$ cat config.mk
export PLATFORM = sky130hd
export DESIGN_NAME = fabric_config_loader
export DESIGN_NICKNAME = d
export VERILOG_FILES = /design/src/rtl/fabric_config_loader.sv
export SDC_FILE = /design/constraint.sdc
export NUM_CORES = 1
export LEC_CHECK = 0
export BUFFER_PORTS_ARGS = -buffer_cell sky130_fd_sc_hd__clkbuf_2
export CORE_UTILIZATION = 53
export DETAILED_ROUTE_END_ITERATION = 10
export HOLD_SLACK_MARGIN = 0.02
export MAX_ROUTING_LAYER = met4
export PLACE_DENSITY = 0.83
export SLEW_MARGIN = 20
export SYNTH_ARGS = -nofsm -noshare
export SYNTH_HDL_FRONTEND = slang
export SYNTH_SLANG_ARGS = --single-unit
export TNS_END_PERCENT = 5
$ cat constraint.sdc
create_clock -name clock -period 2.6 [get_ports clock]
set_clock_uncertainty 0.2 [all_clocks]
set_input_delay 0.13 -clock clock [delete_from_list [all_inputs] [get_ports clock]]
set_output_delay 0.13 -clock clock [all_outputs]
set_load 0.02 [all_outputs]
$ cat src/rtl/fabric_config_loader.sv
// fabric_config_loader: decodes a packetized config stream into target writes with XOR-checksum commit
module fabric_config_loader #(
  parameter int DATA_W      = 33,
  parameter int ADDR_W      = 8,
  parameter int NUM_TARGETS = 48,
  parameter int CNT_W       = 16
) (
  input  logic              clock,
  input  logic              clear,
  input  logic [DATA_W-1:0] s_data,
  input  logic              s_valid,
  output logic              s_ready,
  output logic              cfg_we,
  output logic [ADDR_W-1:0] cfg_addr,
  output logic [DATA_W-1:0] cfg_wdata,
  output logic              cfg_done,
  output logic              cfg_loaded,
  output logic              cfg_err
);
  localparam logic [1:0] IDLE = 2'd0, SDATA = 2'd1, BDATA = 2'd2, BDATA_WR = 2'd3;
  localparam int AW = ADDR_W + CNT_W;
  logic [1:0]        state;
  logic              armed;
  logic [ADDR_W-1:0] base;
  logic [CNT_W-1:0]  cnt, idx;
  logic [DATA_W-1:0] word, wd;
  logic [15:0]       chk;
  logic [1:0]        op;
  logic [AW-1:0]     tgt;
  logic              xfer, wr, last, in_range;
  assign s_ready  = armed && state != BDATA_WR;
  assign xfer     = s_valid && s_ready;
  assign op       = s_data[DATA_W-1 -: 2];
  // wide target address so an overrun past NUM_TARGETS never wraps back into range
  assign tgt      = AW'(base) + AW'(idx);
  assign in_range = tgt < AW'(NUM_TARGETS);
  assign last     = idx == cnt - 1'b1;
  assign wr       = (state == SDATA && xfer) || state == BDATA_WR;
  assign wd       = state == BDATA_WR ? word : s_data;
  always_ff @(posedge clock or negedge clear)
    if (!clear) begin
      state      <= IDLE;
      armed      <= 1'b0;
      base       <= '0;
      cnt        <= '0;
      idx        <= '0;
      word       <= '0;
      chk        <= '0;
      cfg_we     <= 1'b0;
      cfg_addr   <= '0;
      cfg_wdata  <= '0;
      cfg_done   <= 1'b0;
      cfg_loaded <= 1'b0;
      cfg_err    <= 1'b0;
    end else begin
      armed    <= 1'b1;
      cfg_we   <= 1'b0;
      cfg_done <= 1'b0;
      if (wr) begin
        cfg_we    <= in_range;
        cfg_addr  <= tgt[ADDR_W-1:0];
        cfg_wdata <= wd;
        if (!in_range) cfg_err <= 1'b1;
        idx <= idx + 1'b1;
        if (last) state <= IDLE;
      end
      if (xfer && state != IDLE) chk <= chk ^ s_data[15:0];
      if (xfer && state == BDATA) begin
        word  <= s_data;
        idx   <= '0;
        state <= BDATA_WR;
      end
      if (xfer && state == IDLE) begin
        base <= s_data[ADDR_W+15:16];
        cnt  <= s_data[CNT_W-1:0];
        idx  <= '0;
        if (op == 2'b10) begin
          if (chk == s_data[15:0] && !cfg_err) begin
            cfg_done   <= 1'b1;
            cfg_loaded <= 1'b1;
          end else cfg_err <= 1'b1;
          chk <= '0;
        end else if (op == 2'b11) cfg_err <= 1'b1;
        else if (s_data[CNT_W-1:0] != '0) state <= op[0] ? BDATA : SDATA;
      end
    end
endmodule

==> results of run 1 <==
-- critical path, stage by stage (launching register included) --
cell                        delay, ps
sky130_fd_sc_hd__dfrtp_1          440
sky130_fd_sc_hd__ha_4             280
sky130_fd_sc_hd__a211oi_4         290
sky130_fd_sc_hd__o211ai_1         230
sky130_fd_sc_hd__a2111o_1         410
sky130_fd_sc_hd__nand3_1          120
sky130_fd_sc_hd__o2111ai_2        140
sky130_fd_sc_hd__o41a_1           320
-- sequential cells by signal, indices dropped and copies added, names as in the netlist --
name and count:
word 33, base 8, idx 16, cfg_we 1
state 2, cfg_err 1, cfg_done 1, cfg_loaded 1
cnt 16, armed 1, chk 16, cfg_addr 8
cfg_wdata 33
-- through the flow --
step / worst slack [ps] / hold WS, ps / TNS, ps / total power, mW / util
after floorplan: 18.0 / -366 / 0 / 5.20 / -
after global placement: 21.7 / 27.0 / 0 / 6.08 / 0.615
after detailed placement: -40.7 / 46.6 / -40.7 / 6.21 / 0.615
after CTS: 3.05 / 52.0 / 0 / 8.98 / 0.694
after global routing: -48.0 / 108 / -48.0 / 9.76 / 0.702
final: 38.9 / 59.6 / 0 / 9.28 / 0.702
-- Yosys cell counts, types with 3 or more instances --
cell,instances,share of area
sky130_fd_sc_hd__dfrtp_1,137,0.48
sky130_fd_sc_hd__nand2_1,95,0.050
sky130_fd_sc_hd__o21ai_0,58,0.041
sky130_fd_sc_hd__mux2_2,51,0.081
sky130_fd_sc_hd__nor2_1,51,0.027
sky130_fd_sc_hd__xor2_1,41,0.050
sky130_fd_sc_hd__mux2i_1,39,0.055
sky130_fd_sc_hd__xnor2_1,29,0.036
sky130_fd_sc_hd__clkbuf_1,19,0.010
sky130_fd_sc_hd__inv_1,15,0.0079
sky130_fd_sc_hd__a21oi_1,13,0.0091
sky130_fd_sc_hd__nand3_1,13,0.0091
sky130_fd_sc_hd__nor3_1,11,0.0077
sky130_fd_sc_hd__nor4_1,11,0.0097
sky130_fd_sc_hd__buf_2,10,0.0070
sky130_fd_sc_hd__ha_1,10,0.018
sky130_fd_sc_hd__nand4_1,10,0.0088
sky130_fd_sc_hd__a211oi_1,6,0.0063
sky130_fd_sc_hd__a21o_1,5,0.0053
sky130_fd_sc_hd__nand2b_1,5,0.0044
sky130_fd_sc_hd__and2_1,4,0.0035
sky130_fd_sc_hd__and3_1,4,0.0035
sky130_fd_sc_hd__o211ai_1,4,0.0042
sky130_fd_sc_hd__a31oi_1,3,0.0026
sky130_fd_sc_hd__o31ai_1,3,0.0032
sky130_fd_sc_hd__or2_2,3,0.0026
-- how the worst max path moves through the flow --
stage                              startpoint           endpoint  slack (ps)  depth (start not counted)
after CTS                 base[0]$_DFFE_PN0P_  cfg_err$_DFF_PN0_           3                          8
after global routing       idx[0]$_DFFE_PN0P_  cfg_err$_DFF_PN0_         -50                          8
after detailed placement   idx[0]$_DFFE_PN0P_  cfg_err$_DFF_PN0_         -40                          9
after global placement    base[0]$_DFFE_PN0P_  cfg_err$_DFF_PN0_          20                          9
after floorplan            idx[0]$_DFFE_PN0P_  cfg_err$_DFF_PN0_          20                          9
final                     base[1]$_DFFE_PN0P_  cfg_err$_DFF_PN0_          40                          7
-- routing by layer --
metal	global-route usage	wire length [µm]	up-vias
li1	-	-	2713
met1	0.346	7570	2968
met2	0.510	9990	204
met3	0.0533	966	58
met4	0.138	661	0
met5	-	0	-
-- kinds of logic (layout without fill, tap and decap cells) --
group,after synthesis,after routing,synth area share
other cells,1,2,0.000527
buf+inv,47,203,0.0281
mux,90,90,0.135
xor+xnor,70,70,0.0861
fa+ha+maj,12,12,0.0218
simple gates,219,219,0.141
compound gates,117,117,0.106
flops,137,137,0.481
-- timing repair --
action / 4_1_cts / 5_1_grt
hold buffers: 35 / 0
endpoints found under the hold margin: 163 / 0
pin swaps: 4 / 11
setup endpoints to repair: 1 / 2
buffers inserted: 1 / 3
gates resized for setup: 4 / 15
-- where the power goes --
| group | leakage (nW) | internal (mW) | switching, mW |
|---|---|---|---|
| Combinational | 2.24 | 1.51 | 1.95 |
| Sequential | 1.73 | 2.67 | 0.463 |
| Clock | 0.310 | 1.71 | 0.967 |
| Total | 4.27 | 5.90 | 3.38 |
-- area by class of cell --
type / count / area [µm²] / share of cell area
well taps: 172 / 215 / 0.0238
clock inverters: 13 / 216 / 0.0240
diodes: 1 / 2.50 / 0.000277
multi-input cells: 509 / 3600 / 0.398
flip-flops and latches: 137 / 3430 / 0.380
repair buffers: 156 / 1080 / 0.120
inverters: 15 / 56.3 / 0.00623
clock buffers: 19 / 433 / 0.0479
==> metrics.cfg, run 1 <==
[worst_hold_path]
worst_hold_path_type = input pin to flop
worst_hold_path.num_cells = 4
holdCritStartpoint = s_valid
hold_path_end = idx[15]$_DFFE_PN0P_

[clocking]
cts_htree_levels = 4
clk_transition_reported_paths_ps = 60
clockBufferDepth = 2
worstSkewPairLatency_ps = 430
clock_sink_count = 137
cts.root.buffer_cell = sky130_fd_sc_hd__clkbuf_16
cts-buffers-inserted = 17
tritoncts = yes

[global_routing]
grt_start_max_net_pins = 60
antenna_found_initial = 1
overflow = 0
track_usage = 0.300
grt_pass1_vias = 6204
grt_first_pass_wirelength_mm = 31.7

[timing]
finalCritPeriodShare = 0.985
fmax_mhz = 390
setup_violations = 0
worst_pin_slew_ps = 763
final_critical_path_time_including_i_o_delays_and_setup_ps = 2560
final-hold-violation-count = 0
timing_max_transition_violations_final = 0
timing.slew.headroom = 0.491

[worst_setup_path]
endpoint_kind = flop
start_kind = flop
ff2ff_path_depth = 7
setup.worst_path.class = flop to flop
reg2reg_from = base[1]$_DFFE_PN0P_
worst-path-max-fanout = 4
endpoint_of_the_worst_slack_reg_to_reg_timing_path = cfg_err$_DFF_PN0_
critPathArrivalTime_ps = 2660
ff2ff_setup_slack_ps = 40
worst-endpoint-required_ps = 2700

[synth]
async_reset_ff_frac = 1.00
ys_ff_latch = 137
ys_warn_count = 0
ys_types = 62
synth-seq-area-share = 0.481
mappedNetlistArea_um2 = 7120
post_synth.cell_area_avg_um2 = 10.3
ys_dominant_reg_cell = sky130_fd_sc_hd__dfrtp_1
synth_cells = 693
mappedNetlistNets = 740
synth_edf_count = 0

[placed_design]
place_hpwl_mm = 12.3
dpl-instance-area_um2 = 7920
port_buffers = 81
place_inst = 950
routabilityCongestion = 0.909

[outcome]
run_status = complete, no violations

[layout]
finalNetCount = 883
final_cell_mix = sky130_fd_sc_hd__dfrtp_1, sky130_fd_sc_hd__nand2_1, sky130_fd_sc_hd__clkbuf_2, sky130_fd_sc_hd__o21ai_0
final-instance-count-excl-fill = 1022
most_common_library_cell_in_the_layout_ignoring_fill_and_taps = sky130_fd_sc_hd__dfrtp_1
drive_gt1_frac = 0.270
area_growth_pct = 26.9
post-route-cell-area_um2 = 9030
fill_cells = 912

[run]
max_cap_viol_count = 0

[floorplan]
dieWidth_um = 118
floorplan.core_area_um2 = 12900
ios = 82
floorplan.rows = 41
fp.dieH_um = 118
start_util = 0.553
die_area_um2 = 13900

[power_and_ir_drop]
power.density_cell_area_nw_per_um2 = 1030
static-leakage-power_nw = 4.27
ir_worst_vdd_v = 0.000700

[drt]
detail_route.iter0.violations = 503
drc_errors = 0
totalWireLength_mm = 19.2
vias_per_cell = 5.82
post_detailed_route_wirelength_per_cell_um = 18.8
vias = 5943
drtAntennaViolNets = 0
drt-pass1-iter-count = 5

Power figures use the tool's default switching activity.
==> run 2: changes to the inputs <==
--- a/config.mk
+++ b/config.mk
@@ -8,6 +8,7 @@
 export BUFFER_PORTS_ARGS = -buffer_cell sky130_fd_sc_hd__clkbuf_2
 export CORE_UTILIZATION = 53
 export DETAILED_ROUTE_END_ITERATION = 10
+export GPL_TIMING_DRIVEN = 0
 export HOLD_SLACK_MARGIN = 0.02
 export MAX_ROUTING_LAYER = met4
 export PLACE_DENSITY = 0.83
==> run 2 against run 1 <==
Effect of this change:
- the run now ends with setup timing left
- maximum frequency decreased by 3.7%
- hold slack got worse by 39 ps
- die area unchanged
- register-to-register slack got worse by 99 ps
- wire length decreased by 2.1%
- via count decreased by 1.5%
- sequential power about the same
- non-clock buffer count decreased by 6
- first-iteration DRC count decreased by 15%
- final cell count decreased by 0.68%
- combinational power decreased by 10%
- cell area decreased by 2.7%
- largest cell class unchanged
- highest routed layer unchanged
==> metrics.cfg, run 2 (synthesis results as in run 1) <==
[worst_setup_path]
setup.worst_path.class = flop to flop
worstPathBufferInverterCount = 1  ; +1
critical_path.max_stage_delay_ps = 390  ; -50 ps
start_kind = flop
timing.critical_path.cells = ha_2, inv_1, fa_2, nor2b_4, o21ai_0, a311o_1, a22oi_1, o2111ai_1, o41a_1
worst-endpoint-required_ps = 2700  ; about the same
cpLargestDelayFamily = compound AO/OA/AOI/OAI gates
worst-path-max-fanout = 3  ; -1
endpoint_kind = flop
reg2reg_from = base[0]$_DFFE_PN0P_
slowest_stage = sky130_fd_sc_hd__fa_2
critPathArrivalTime_ps = 2760  ; +100 ps
timing.critical_path.from = base[0]$_DFFE_PN0P_

[layout]
n_antenna_cell = 0  ; -1
fill_cells = 906  ; -0.66%
drive_gt1_frac = 0.231  ; -0.0384
registers_with_the_most_flip_flops = cfg_wdata x33, word x33
regArea_um2 = 3430  ; about the same
finalNetCount = 877  ; -0.68%
multi_input_comb_area_um2 = 3530  ; -1.9%
post-route-cell-area_um2 = 8790  ; -2.7%
area_growth_pct = 23.4
most_common_library_cell_in_the_layout_ignoring_fill_and_taps = sky130_fd_sc_hd__dfrtp_1
final_cell_mix = sky130_fd_sc_hd__dfrtp_1, sky130_fd_sc_hd__nand2_1, sky130_fd_sc_hd__clkbuf_2, sky130_fd_sc_hd__o21ai_0, sky130_fd_sc_hd__mux2_2

[floorplan]
start_util = 0.553  ; unchanged
floorplan.rows = 41  ; unchanged
floorplan.core_area_um2 = 12900  ; unchanged
ios = 82  ; unchanged
die_area_um2 = 13900  ; unchanged
dieWidth_um = 118  ; unchanged
fp.dieH_um = 118  ; unchanged

[drt]
drt-pass1-iter-count = 5  ; unchanged
drtAntennaViolNets = 0  ; unchanged
detail_route.iter0.violations = 426  ; -15%
vias = 5855  ; -1.5%
totalWireLength_mm = 18.8  ; -2.1%
drc_errors = 0  ; unchanged
post_detailed_route_wirelength_per_cell_um = 18.5  ; -1.5%
vias_per_cell = 5.77  ; -0.80%

[timing]
final_critical_path_time_including_i_o_delays_and_setup_ps = 2660  ; +98.5 ps
finalCritPeriodShare = 1.02  ; +0.0379
worst_slack_ps = -59.6  ; -98.5 ps
timing.slew.headroom = 0.557  ; +0.0653
final-hold-violation-count = 0  ; unchanged
finalHoldWorstSlack_ps = 20.7  ; -38.9 ps
setup_violations = 1  ; +1
setup_repair_after_global_routing_missed_its_margin = true
timing_max_transition_violations_final = 0  ; unchanged
fmax_mhz = 376  ; -3.7%
worst_pin_slew_ps = 663  ; -100 ps

[global_routing]
use_met2 = 0.477  ; -0.0335
busiest_layer = met2
antenna_found_initial = 0  ; -1
grt_pass1_vias = 6053  ; -2.4%
grt_first_pass_wirelength_mm = 30.8  ; -3.0%
overflow = 0  ; unchanged
gr-usage-met3 = 0.0673  ; +0.0141
grtUsageMet1 = 0.351  ; +0.00579
grt_start_max_net_pins = 91  ; +52%
track_usage = 0.293  ; -0.00691

[worst_hold_path]
worst_hold_path_type = input pin to async pin

[outcome]
run_status = finished with violations
failed_checks = setup timing

[clocking]
cts_htree_levels = 4  ; unchanged
cts-buffers-inserted = 17  ; unchanged
clock_sink_count = 137  ; unchanged
tritoncts = yes
clockBufferDepth = 2  ; unchanged
cts.root.buffer_cell = sky130_fd_sc_hd__clkbuf_16
clk_transition_reported_paths_ps = 60  ; about the same
worstSkewPairLatency_ps = 430  ; about the same

[placed_design]
dpl-instance-area_um2 = 7780  ; -1.7%
port_buffers = 81  ; unchanged
routabilityCongestion = 0.894  ; -1.6%
place_hpwl_mm = 12.2  ; -0.86%

[power_and_ir_drop]
static-leakage-power_nw = 4.15  ; -3.0%
ir_worst_vdd_v = 0.000707  ; +1.1%
power.density_cell_area_nw_per_um2 = 996  ; -3.0%

[run]
max_cap_viol_count = 0  ; unchanged

==> run 2: area by class of cell <==
| cell class | instances | area share |
|---|---|---|
| Multi-Input combinational cell | 509 | 0.402 |
| Sequential cell | 137 | 0.390 |
| Timing Repair Buffer | 118 | 0.0910 |
| Clock buffer | 21 | 0.0535 |
| Tap cell | 172 | 0.0245 |
| Buffer | 32 | 0.0164 |
| Clock inverter | 11 | 0.0162 |
| Inverter | 15 | 0.00641 |
==> run 2: worst register-to-register path: stages, from the launching register on <==
cell	delay, ps
sky130_fd_sc_hd__dfrtp_1	370
sky130_fd_sc_hd__ha_2	210
sky130_fd_sc_hd__inv_1	60
sky130_fd_sc_hd__fa_2	390
sky130_fd_sc_hd__nor2b_4	150
sky130_fd_sc_hd__o21ai_0	110
sky130_fd_sc_hd__a311o_1	340
sky130_fd_sc_hd__a22oi_1	200
sky130_fd_sc_hd__o2111ai_1	170
sky130_fd_sc_hd__o41a_1	330
==> run 2: path summary, 6_finish.rpt <==
path	slack [ps]	cells past startpoint	end
setup reg to reg	-60	9	cfg_err$_DFF_PN0_
hold / removal	20	2	cfg_wdata[18]$_DFFE_PN0N_
hold reg to reg	260	1	cfg_loaded$_DFFE_PN0P_
setup / recovery	-60	9	cfg_err$_DFF_PN0_
min in group clock	70	4	idx[10]$_DFFE_PN0P_
max in group asynchronous	1410	3	idx[0]$_DFFE_PN0P_
==> run 2: stage by stage <==
stage | TNS (ps) | utilization | std cells | total power, mW | setup slack (ps)
5_1_grt | -321 | 0.682 | 1015 | 9.23 | -218
3_5_place_dp | -410 | 0.604 | 947 | 6.04 | -218
4_1_cts | -25.2 | 0.681 | 1015 | 8.68 | -25.2
3_3_place_gp | -130860 | 0.601 | 946 | 5.92 | -966
2_1_floorplan | 0 | - | 693 | 5.20 | 18.0
6_report | -59.6 | 0.682 | 1015 | 8.75 | -59.6
==> run 2: report_power, final <==
part | leakage, nW | internal, mW | switching (mW)
logic | 2.12 | 1.28 | 1.82
clock network | 0.300 | 1.58 | 0.921
registers | 1.73 | 2.67 | 0.480
==> run 2: metal layers <==
layer  vias to the layer above  wire length (µm)
met1                      2846              7760
met4                         0               603
met2                       253              9300
met5                         -                 0
li1                       2701                 -
met3                        55              1120
==> run 2: repair_timing <==
item,CTS,global route
pin swaps,2,0
endpoints found under the setup margin,6,15
hold buffers,35,0
resized for setup,9,3
hold endpoints to repair,245,0
buffers inserted,1,0
==> run 3: changes to the inputs <==
--- a/config.mk
+++ b/config.mk
@@ -6,12 +6,15 @@
 export NUM_CORES = 1
 export LEC_CHECK = 0
 export BUFFER_PORTS_ARGS = -buffer_cell sky130_fd_sc_hd__clkbuf_2
-export CORE_UTILIZATION = 53
+export CELL_PAD_IN_SITES_DETAIL_PLACEMENT = 1
+export CELL_PAD_IN_SITES_GLOBAL_PLACEMENT = 1
+export CORE_UTILIZATION = 42
 export DETAILED_ROUTE_END_ITERATION = 10
 export GPL_TIMING_DRIVEN = 0
 export HOLD_SLACK_MARGIN = 0.02
 export MAX_ROUTING_LAYER = met4
-export PLACE_DENSITY = 0.83
+export PLACE_DENSITY = 0.84
+export SETUP_SLACK_MARGIN = 0.05
 export SLEW_MARGIN = 20
 export SYNTH_ARGS = -nofsm -noshare
 export SYNTH_HDL_FRONTEND = slang
==> run 3 against run 2 <==
Effect of this change:
- the run still ends with setup timing left
- first-iteration DRC count shrank 20%
- final cell count rose by 5.5%
- via count up 4.8%
- critical path depth is the same
- sequential share of layout area fell by 1.1 points
- largest power group is now combinational cells
- highest routed layer unchanged
==> metrics.cfg, run 3 (synthesis results as in run 1) <==
[outcome]
run_status = finished with violations
failed_checks = setup timing

[layout]
final-instance-count-excl-fill = 1071  ; +5.5%
registers_with_the_most_flip_flops = cfg_wdata x33, word x33
finalNetCount = 885  ; +0.91%
drive_gt1_frac = 0.264  ; +0.0331
most_common_library_cell_in_the_layout_ignoring_fill_and_taps = sky130_fd_sc_hd__dfrtp_1
area_growth_pct = 27.0
post-route-cell-area_um2 = 9040  ; +2.9%
n_antenna_cell = 0  ; unchanged
fill_cells = 1837  ; +100%
final_cell_mix = sky130_fd_sc_hd__dfrtp_1, sky130_fd_sc_hd__nand2_1, sky130_fd_sc_hd__clkbuf_2, sky130_fd_sc_hd__o21ai_0, sky130_fd_sc_hd__mux2_2

[global_routing]
grt_start_max_net_pins = 91  ; unchanged
track_usage = 0.287  ; -0.00670
overflow = 0  ; unchanged
grt_pass1_vias = 6681  ; +10%
antenna_found_initial = 0  ; unchanged
grt_first_pass_wirelength_mm = 36.9  ; +20%

[placed_design]
routabilityCongestion = 0.838  ; -6.3%
port_buffers = 81  ; unchanged
dpl-instance-area_um2 = 7850  ; +0.84%
place_inst = 995  ; +5.1%
place_hpwl_mm = 14.2  ; +16%

[power_and_ir_drop]
combinationalPowerShare = 0.384  ; +0.030
static-leakage-power_nw = 4.20  ; +1.3%
internal_power_mw = 5.75  ; +3.9%
power.share.clock = 0.275  ; -0.011
ir_worst_vdd_v = 0.000541  ; -24%
power.switching_mw = 3.64  ; +13%
power.density_cell_area_nw_per_um2 = 1040  ; +4.3%
netSwitchingFraction = 0.388  ; +0.0199
share_of_power_burned_in_registers = 0.341  ; -0.019

[clocking]
tritoncts = yes
cts.root.buffer_cell = sky130_fd_sc_hd__clkbuf_16
cts-buffers-inserted = 17  ; unchanged
cts_htree_levels = 4  ; unchanged
clockBufferDepth = 2  ; unchanged
clk_transition_reported_paths_ps = 70  ; about the same
clock_sink_count = 137  ; unchanged
worstSkewPairLatency_ps = 440  ; about the same

[timing]
setup_repair_after_global_routing_missed_its_margin = true
timing_max_transition_violations_final = 0  ; unchanged
timing.slew.headroom = 0.338  ; -0.219
finalCritPeriodShare = 1.08  ; +0.0544
finalHoldWorstSlack_ps = 64.1  ; +43.4 ps
final-hold-violation-count = 0  ; unchanged
worst_pin_slew_ps = 990  ; +328 ps
final_critical_path_time_including_i_o_delays_and_setup_ps = 2800  ; +141 ps
worst_slack_ps = -201  ; -141 ps
setup_violations = 2  ; +1
fmax_mhz = 357  ; -5.0%

[floorplan]
fp.dieH_um = 132  ; +12%
floorplan.rows = 47  ; +15%
die_area_um2 = 17500  ; +26%
dieWidth_um = 132  ; +12%
start_util = 0.429  ; -0.124
floorplan.core_area_um2 = 16600  ; +29%
ios = 82  ; unchanged

[drt]
drtAntennaViolNets = 0  ; unchanged
detail_route.iter0.violations = 342  ; -20%
drt-pass1-iter-count = 4  ; -1
vias_per_cell = 5.73  ; -0.71%
vias = 6134  ; +4.8%
totalWireLength_mm = 24.0  ; +28%
drc_errors = 0  ; unchanged
post_detailed_route_wirelength_per_cell_um = 22.4  ; +21%

[worst_setup_path]
worst-path-max-fanout = 4  ; +1
cpLargestDelayFamily = compound AO/OA/AOI/OAI gates
critical_path.max_stage_delay_ps = 430  ; +40 ps
worst-endpoint-required_ps = 2690  ; about the same
timing.critical_path.cells = ha_4, buf_6, a211oi_4, o211ai_1, buf_4, a21o_1, a22oi_2, o2111ai_2, o41a_1
start_kind = flop
setup.worst_path.class = flop to flop
endpoint_kind = flop
timing.critical_path.from = idx[0]$_DFFE_PN0P_
worstPathBufferInverterCount = 2  ; +1
reg2reg_from = idx[0]$_DFFE_PN0P_
slowest_stage = sky130_fd_sc_hd__dfrtp_2
critPathArrivalTime_ps = 2890  ; +130 ps

[run]
max_cap_viol_count = 0  ; unchanged

[worst_hold_path]
worst_hold_path_type = input pin to async pin

run 3: changes by cell type in the layout (fill, tap and decap cells not counted), moves of 3 or more:
cell	delta
sky130_fd_sc_hd__buf_4	+6
sky130_fd_sc_hd__clkbuf_8	-3
sky130_fd_sc_hd__clkinv_2	+4
sky130_fd_sc_hd__dfrtp_1	-4
sky130_fd_sc_hd__dfrtp_2	+4
sky130_fd_sc_hd__ha_1	-7
sky130_fd_sc_hd__ha_4	+5
sky130_fd_sc_hd__o21ai_0	-3
sky130_fd_sc_hd__o21ai_2	+3
run 3: repair_timing:
item / CTS / global route
gates resized for setup: 12 / 30
endpoints found under the setup margin: 43 / 43
pin swaps: 5 / 11
buffers inserted: 4 / 4
endpoints found under the hold margin: 242 / 0
hold buffers: 36 / 0
run 3: path summary, 6_finish.rpt:
kind / to / slack (ps) / depth (start not counted)
hold / removal: word[27]$_DFFE_PN0P_ / 60 / 3
hold reg to reg: cfg_loaded$_DFFE_PN0P_ / 260 / 1
max in group asynchronous: cfg_addr[6]$_DFFE_PN0N_ / 740 / 3
min in group clock: idx[6]$_DFFE_PN0P_ / 100 / 4
setup reg to reg: cfg_err$_DFF_PN0_ / -200 / 9
setup / recovery: cfg_err$_DFF_PN0_ / -200 / 9
run 3: tightest hold or removal path: cells and delay by family:
| family | cells | cell delay, ps |
|---|---|---|
| buffers and inverters | 3 | 930 |
run 3: cell type report:
class,instances,area (µm²),area share
plain buffers,32,145,0.0160
flip-flops and latches,137,3430,0.380
inverters,15,56.3,0.00623
repair buffers,126,876,0.0968
well taps,220,275,0.0304
multi-input cells,509,3650,0.404
clock inverters,14,178,0.0196
clock buffers,18,429,0.0475
run 3: power by group through the flow:
stage | sequential [mW] | clock [mW] | combinational (mW)
floorplan | 3.31 | 0 | 1.90
global placement | 3.14 | 0 | 2.84
detailed placement | 3.17 | 0 | 2.97
CTS | 3.15 | 2.57 | 3.21
global route | 3.26 | 2.68 | 3.87
finish | 3.20 | 2.58 | 3.61
run 3: layer usage:
metal / routed length, µm / vias up / GRT usage
li1: - / 2714 / -
met1: 9940 / 3184 / 0.331
met2: 12600 / 178 / 0.499
met3: 759 / 58 / 0.0384
met4: 711 / 0 / 0.126
met5: 0 / - / -
run 3: stage by stage:
stage,util,total power [mW],setup TNS [ps],worst slack (ps)
after floorplan,-,5.21,0,84.4
after global placement,0.471,5.97,-146500,-1080
after detailed placement,0.473,6.15,-3170,-290
after CTS,0.536,8.93,-210,-182
after global routing,0.545,9.81,-577,-227
final,0.545,9.39,-388,-201
